--- config.mk ---
export PLATFORM = sky130hd
export DESIGN_NAME = mips32_core
export DESIGN_NICKNAME = d
export VERILOG_FILES = /design/src/rtl/mips32_core_if.sv /design/src/rtl/mips32_core.sv
export SDC_FILE = /design/constraint.sdc
export NUM_CORES = 1
export LEC_CHECK = 0
export BUFFER_PORTS_ARGS = -buffer_cell sky130_fd_sc_hd__buf_2
export CAP_MARGIN = 10
export CORE_UTILIZATION = 35
export CTS_CLUSTER_SIZE = 28
export DETAILED_ROUTE_END_ITERATION = 6
export PLACE_DENSITY_LB_ADDON = 0.12
export SYNTH_ARGS = -nofsm -noshare
export SYNTH_HDL_FRONTEND = slang
export SYNTH_SLANG_ARGS = --single-unit
--- constraint.sdc ---
create_clock -name clk -period 3.7 [get_ports clk]
set_input_delay 0 -clock clk [delete_from_list [all_inputs] [get_ports clk]]
set_output_delay 0 -clock clk [all_outputs]
set_load 0.02 [all_outputs]
--- src/rtl/mips32_core_if.sv ---
// Word-addressed memory bus between the core and its instruction/data memories.
// Carries only the word index; byte offset bits stay inside the core.
interface mips32_core_if #(
  parameter int unsigned AW = 5
);
  logic          we;
  logic [AW-1:0] addr;
  logic [31:0]   wdata;
  logic [31:0]   rdata;

  modport master (output we, addr, wdata, input rdata);
  modport slave  (input we, addr, wdata, output rdata);
endinterface

--- src/rtl/mips32_core.sv ---
// Single-cycle MIPS32 subset CPU: fetch, decode, execute, memory and writeback in one clock.
// Owns instruction memory (imemory), register file (registers) and data memory (main_memory).

// Async-read, sync-write word memory; shared by instruction and data storage.
module mips32_ram #(
  parameter int unsigned WORDS = 32
) (
  input logic         clk,
  mips32_core_if.slave bus
);
  logic [31:0] memory [WORDS];

  always_ff @(posedge clk) begin
    if (bus.we) memory[bus.addr] <= bus.wdata;
  end

  assign bus.rdata = memory[bus.addr];
endmodule

// 32x32 register file, two async read ports; $0 is hard-wired to zero on read.
module mips32_regfile (
  input  logic        clk,
  input  logic        i_we,
  input  logic [4:0]  i_waddr,
  input  logic [31:0] i_wdata,
  input  logic [4:0]  i_raddr_a,
  input  logic [4:0]  i_raddr_b,
  output logic [31:0] o_rdata_a,
  output logic [31:0] o_rdata_b
);
  logic [31:0] registers [32];

  always_ff @(posedge clk) begin
    if (i_we && (i_waddr != 5'd0)) registers[i_waddr] <= i_wdata;
  end

  assign o_rdata_a = (i_raddr_a == 5'd0) ? 32'd0 : registers[i_raddr_a];
  assign o_rdata_b = (i_raddr_b == 5'd0) ? 32'd0 : registers[i_raddr_b];
endmodule

module mips32_core #(
  parameter int unsigned IMEM_WORDS = 32,
  parameter int unsigned DMEM_WORDS = 32
) (
  input  logic        clk,
  input  logic        rst,
  output logic [31:0] pc_out
);
  localparam int unsigned IAW = $clog2(IMEM_WORDS);
  localparam int unsigned DAW = $clog2(DMEM_WORDS);

  localparam logic [5:0] OP_RTYPE = 6'h00;
  localparam logic [5:0] OP_J     = 6'h02;
  localparam logic [5:0] OP_JAL   = 6'h03;
  localparam logic [5:0] OP_BEQ   = 6'h04;
  localparam logic [5:0] OP_BNE   = 6'h05;
  localparam logic [5:0] OP_ADDI  = 6'h08;
  localparam logic [5:0] OP_ADDIU = 6'h09;
  localparam logic [5:0] OP_SLTI  = 6'h0A;
  localparam logic [5:0] OP_ANDI  = 6'h0C;
  localparam logic [5:0] OP_ORI   = 6'h0D;
  localparam logic [5:0] OP_XORI  = 6'h0E;
  localparam logic [5:0] OP_LUI   = 6'h0F;
  localparam logic [5:0] OP_LW    = 6'h23;
  localparam logic [5:0] OP_SW    = 6'h2B;

  localparam logic [5:0] FN_SLL  = 6'h00;
  localparam logic [5:0] FN_SRL  = 6'h02;
  localparam logic [5:0] FN_SRA  = 6'h03;
  localparam logic [5:0] FN_JR   = 6'h08;
  localparam logic [5:0] FN_ADD  = 6'h20;
  localparam logic [5:0] FN_ADDU = 6'h21;
  localparam logic [5:0] FN_SUB  = 6'h22;
  localparam logic [5:0] FN_SUBU = 6'h23;
  localparam logic [5:0] FN_AND  = 6'h24;
  localparam logic [5:0] FN_OR   = 6'h25;
  localparam logic [5:0] FN_XOR  = 6'h26;
  localparam logic [5:0] FN_NOR  = 6'h27;
  localparam logic [5:0] FN_SLT  = 6'h2A;
  localparam logic [5:0] FN_SLTU = 6'h2B;

  logic [31:0] r_pc;
  logic [31:0] w_instr;
  logic [5:0]  w_op;
  logic [5:0]  w_funct;
  logic [4:0]  w_rs;
  logic [4:0]  w_rt;
  logic [4:0]  w_rd;
  logic [4:0]  w_shamt;
  logic [31:0] w_imm_s;
  logic [31:0] w_imm_z;
  logic [31:0] w_rs_val;
  logic [31:0] w_rt_val;
  logic [31:0] w_pc_plus4;
  logic [31:0] w_sum_imm;
  logic [31:0] w_br_target;
  logic [31:0] w_jmp_target;
  logic [31:0] w_pc_next;
  logic        w_rf_we;
  logic [4:0]  w_rf_waddr;
  logic [31:0] w_rf_wdata;
  logic        w_dm_we;

  mips32_core_if #(.AW(IAW)) w_ibus ();
  mips32_core_if #(.AW(DAW)) w_dbus ();

  mips32_ram #(.WORDS(IMEM_WORDS)) imemory (
    .clk (clk),
    .bus (w_ibus)
  );

  mips32_ram #(.WORDS(DMEM_WORDS)) main_memory (
    .clk (clk),
    .bus (w_dbus)
  );

  mips32_regfile registers (
    .clk       (clk),
    .i_we      (w_rf_we & ~rst),
    .i_waddr   (w_rf_waddr),
    .i_wdata   (w_rf_wdata),
    .i_raddr_a (w_rs),
    .i_raddr_b (w_rt),
    .o_rdata_a (w_rs_val),
    .o_rdata_b (w_rt_val)
  );

  // Instruction port is read-only; the index drops pc[1:0] and wraps by truncation.
  assign w_ibus.we    = 1'b0;
  assign w_ibus.addr  = r_pc[IAW+1:2];
  assign w_ibus.wdata = 32'd0;
  assign w_instr      = w_ibus.rdata;

  assign w_op    = w_instr[31:26];
  assign w_rs    = w_instr[25:21];
  assign w_rt    = w_instr[20:16];
  assign w_rd    = w_instr[15:11];
  assign w_shamt = w_instr[10:6];
  assign w_funct = w_instr[5:0];
  assign w_imm_s = {{16{w_instr[15]}}, w_instr[15:0]};
  assign w_imm_z = {16'h0000, w_instr[15:0]};

  // One adder serves addi/addiu results and the load/store effective address.
  assign w_pc_plus4   = r_pc + 32'd4;
  assign w_sum_imm    = w_rs_val + w_imm_s;
  assign w_br_target  = w_pc_plus4 + {w_imm_s[29:0], 2'b00};
  assign w_jmp_target = {w_pc_plus4[31:28], w_instr[25:0], 2'b00};

  assign w_dbus.we    = w_dm_we & ~rst;
  assign w_dbus.addr  = w_sum_imm[DAW+1:2];
  assign w_dbus.wdata = w_rt_val;

  always_ff @(posedge clk or posedge rst) begin
    if (rst) r_pc <= 32'd0;
    else     r_pc <= w_pc_next;
  end

  assign pc_out = r_pc;

  // Decode/execute: unknown op/funct falls through as a NOP.
  always_comb begin
    w_pc_next  = w_pc_plus4;
    w_rf_we    = 1'b0;
    w_rf_waddr = w_rt;
    w_rf_wdata = w_sum_imm;
    w_dm_we    = 1'b0;
    case (w_op)
      OP_RTYPE: begin
        w_rf_we    = 1'b1;
        w_rf_waddr = w_rd;
        case (w_funct)
          FN_ADD, FN_ADDU: w_rf_wdata = w_rs_val + w_rt_val;
          FN_SUB, FN_SUBU: w_rf_wdata = w_rs_val - w_rt_val;
          FN_AND:          w_rf_wdata = w_rs_val & w_rt_val;
          FN_OR:           w_rf_wdata = w_rs_val | w_rt_val;
          FN_XOR:          w_rf_wdata = w_rs_val ^ w_rt_val;
          FN_NOR:          w_rf_wdata = ~(w_rs_val | w_rt_val);
          FN_SLT:          w_rf_wdata = {31'd0, $signed(w_rs_val) < $signed(w_rt_val)};
          FN_SLTU:         w_rf_wdata = {31'd0, w_rs_val < w_rt_val};
          FN_SLL:          w_rf_wdata = w_rt_val << w_shamt;
          FN_SRL:          w_rf_wdata = w_rt_val >> w_shamt;
          FN_SRA:          w_rf_wdata = 32'($signed(w_rt_val) >>> w_shamt);
          FN_JR: begin
            w_rf_we   = 1'b0;
            w_pc_next = w_rs_val;
          end
          default:         w_rf_we = 1'b0;
        endcase
      end
      OP_ADDI, OP_ADDIU: w_rf_we = 1'b1;
      OP_SLTI: begin
        w_rf_we    = 1'b1;
        w_rf_wdata = {31'd0, $signed(w_rs_val) < $signed(w_imm_s)};
      end
      OP_ANDI: begin
        w_rf_we    = 1'b1;
        w_rf_wdata = w_rs_val & w_imm_z;
      end
      OP_ORI: begin
        w_rf_we    = 1'b1;
        w_rf_wdata = w_rs_val | w_imm_z;
      end
      OP_XORI: begin
        w_rf_we    = 1'b1;
        w_rf_wdata = w_rs_val ^ w_imm_z;
      end
      OP_LUI: begin
        w_rf_we    = 1'b1;
        w_rf_wdata = {w_instr[15:0], 16'h0000};
      end
      OP_LW: begin
        w_rf_we    = 1'b1;
        w_rf_wdata = w_dbus.rdata;
      end
      OP_SW:  w_dm_we = 1'b1;
      OP_BEQ: if (w_rs_val == w_rt_val) w_pc_next = w_br_target;
      OP_BNE: if (w_rs_val != w_rt_val) w_pc_next = w_br_target;
      OP_J:   w_pc_next = w_jmp_target;
      OP_JAL: begin
        w_pc_next  = w_jmp_target;
        w_rf_we    = 1'b1;
        w_rf_waddr = 5'd31;
        w_rf_wdata = w_pc_plus4;
      end
      default: ;
    endcase
  end
endmodule

==> results.py <==
metrics = {
    "synthesis": {
        "synth_top_family_by_area": "simple AND/OR/NAND/NOR gates",
        "synth-compound-area-share": 0,
        "ys_ff_latch": 30,
        "syn_avg_cell_area_um2": 11.6,
        "synthArstFlopShare": 1.00,
        "synth_edf_count": 0,
        "ys_types": 23,
        "synth_fa_ha_area_frac": 0.00915,
        "synth-main-ff-cell": "dfrtp_1",
        "yosys.area_share.simple": 0.232,
        "synthCells": 118,
        "ys_warn_count": 0,
        "synthMuxAreaShare": 0,
        "syn_area_um2": 1370,
        "ys_seq_area_frac": 0.549,
        "synth_xor_area_frac": 0.179,
    },
    "floorplanning": {
        "die_area_um2": 4160,
        "core_um2": 3720,
        "dieHeight_um": 64.5,
        "row_count": 22,
        "initial_core_util": 0.368,
        "num_io_pins": 34,
        "die_w_um": 64.5,
    },
    "placement": {
        "dp_hpwl_mm": 1.75,
        "port_buffers": 31,
        "pre_cts_ws_ns": 2.08,
        "place.gp.congestion": 0.768,
    },
    "sta": {
        "rsz0062_at_grt": "no",
        "fin_skew_ns": 0.00803,
        "tns_ns": 0,
        "hold_viol": 0,
        "worst_slack_ns": 2.08,
        "fin_crit_ns": 1.62,
        "min_period_over_period": 0.438,
        "hold_ws_ns": 0.333,
        "maxSlewViolCount": 0,
        "setup_viol": 0,
        "fmax_ghz": 0.617,
    },
    "grt": {
        "grt_max_degree": 31,
        "grtUsageTotal": 0.144,
        "grt_pass1_wl_mm": 4.41,
        "grt_pass1_vias": 926,
        "grt_antenna_before_repair": 0,
        "grt_remaining_overflow": 0,
    },
    "run_status": {
        "status": "finished, final reports clean",
    },
    "route": {
        "ant_nets": 0,
        "routed_wl_mm": 2.50,
        "first_pass_iters": 4,
        "drc": 0,
        "via_per_inst": 4.72,
        "wl_per_cell_um": 12.2,
        "dr.first_iter.drc_count": 51,
        "vias": 972,
    },
    "worst_setup_path": {
        "ff2ff_setup_slack_ns": 2.08,
        "worstPathArrival_ns": 1.83,
        "r2r-end": "pc_out[30]",
        "crit_required_ns": 3.91,
        "end_kind": "flip-flop",
        "r2r_start": "pc_out[2]",
        "critPathMaxFanout": 7,
        "path_class": "reg2reg",
        "startpoint_type": "flip-flop",
        "reg2regPathDepth": 5,
    },
    "final_layout": {
        "fin_util": 0.452,
        "largest_register_ffs": 30,
        "layout-drive-gt1-share": 0.297,
        "nets": 160,
        "areaGrowthSynthToFinish_pct": 22.9,
        "antennaDiodeCount": 0,
    },
    "clock_network": {
        "cts_tree": "yes",
        "cts_buffers": 5,
        "ctsHtreeMaxLevel": 2,
        "cts_hold_buf": 1,
        "cts-root-buf": "clkbuf_8",
        "cts_setup_buffers": 0,
        "clock_path_buffers": 2,
        "clkTransAtPathRegs_ns": 0.06,
        "cts_resized": 0,
        "clk_latency_ns": 0.28,
        "cts.sinks": 30,
    },
    "flow_run": {
        "drv_cap": 0,
    },
    "power": {
        "peakVddDrop_uv": 177,
        "p_leak_uw": 0.000924,
        "p_per_area_nw_per_um2": 357,
        "fin_total_pwr_uw": 601,
    },
    "hold_path": {
        "hp-class": "in2async",
    },
}
synth_stat cells, types with 3 or more instances:
master / count / area, µm²
dfrtp_1: 30 / 751
xnor2_1: 14 / 123
xor2_1: 14 / 123
nand2_1: 12 / 45.0
nor3_1: 8 / 40.0
nand3_1: 7 / 35.0
inv_1: 6 / 22.5
nor2_1: 4 / 15.0
and3_1: 3 / 18.8
and4_1: 3 / 26.3
cells by family after synthesis:
kind of cell / Yosys count
DFF: 30
adders and majority gates: 1
and+or+nand+nor: 50
other: 1
xor gates and xnor gates: 28
buffers and inverters: 8
worst max path at each step:
stage	from	endpoint	slack, ns
floorplan	pc_out[2]	pc_out[30]	2.08
global placement	pc_out[2]	pc_out[30]	2.14
detailed placement	pc_out[2]	pc_out[30]	2.08
CTS	pc_out[2]	pc_out[30]	2.06
global route	pc_out[2]	pc_out[30]	1.93
finish	pc_out[2]	pc_out[30]	2.08
placed cells by master (no fill, tap or decap):
cell / n
and3_1: 3
and3_2: 1
and4_1: 3
and4_2: 1
and4_4: 1
buf_2: 31
buf_4: 1
clkbuf_1: 1
clkbuf_8: 6
clkinv_2: 1
conb_1: 2
dfrtp_1: 30
dlygate4sd3_1: 1
ha_1: 1
inv_1: 6
nand2_1: 12
nand3_1: 7
nand3_2: 1
nand3b_4: 1
nand4_1: 2
nand4_4: 1
nor2_1: 4
nor3_1: 8
nor3b_1: 1
nor4_1: 2
nor4_2: 2
xnor2_1: 14
xor2_1: 14
layer usage:
metal,global-route usage,part of all wire,vias to the layer above
met5,0,0,-
met4,0.0750,0.020,0
met3,0.0581,0.042,5
met2,0.208,0.46,24
met1,0.185,0.48,470
li1,-,-,473
power breakdown:
part | internal (µW) | leakage [µW] | switching (µW)
Sequential | 328 | 0.000405 | 0
Clock | 150 | 0.0000482 | 113
Combinational | 1.83 | 0.000471 | 8.23
cell type report:
type | instances | area, µm²
fillers | 362 | 2040
flip-flops and latches | 30 | 751
multi-input cells | 81 | 583
repair buffers | 33 | 173
clock buffers | 7 | 86.3
well taps | 48 | 60.1
inverters | 6 | 22.5
clock inverters | 1 | 5.00
critical path: stages (launching register included):
cell and delay, ns:
dfrtp_1 0.39, ha_1 0.20, nand3_1 0.20, nand3b_4 0.26, nor4_1 0.33, xor2_1 0.17
stage by stage:
step	area [µm²]	std cells
final	1680	206
after global routing	1680	206
after CTS	1680	206
after detailed placement	1580	197
after global placement	1580	197
after floorplan	1370	119
Power figures use the tool's default switching activity.
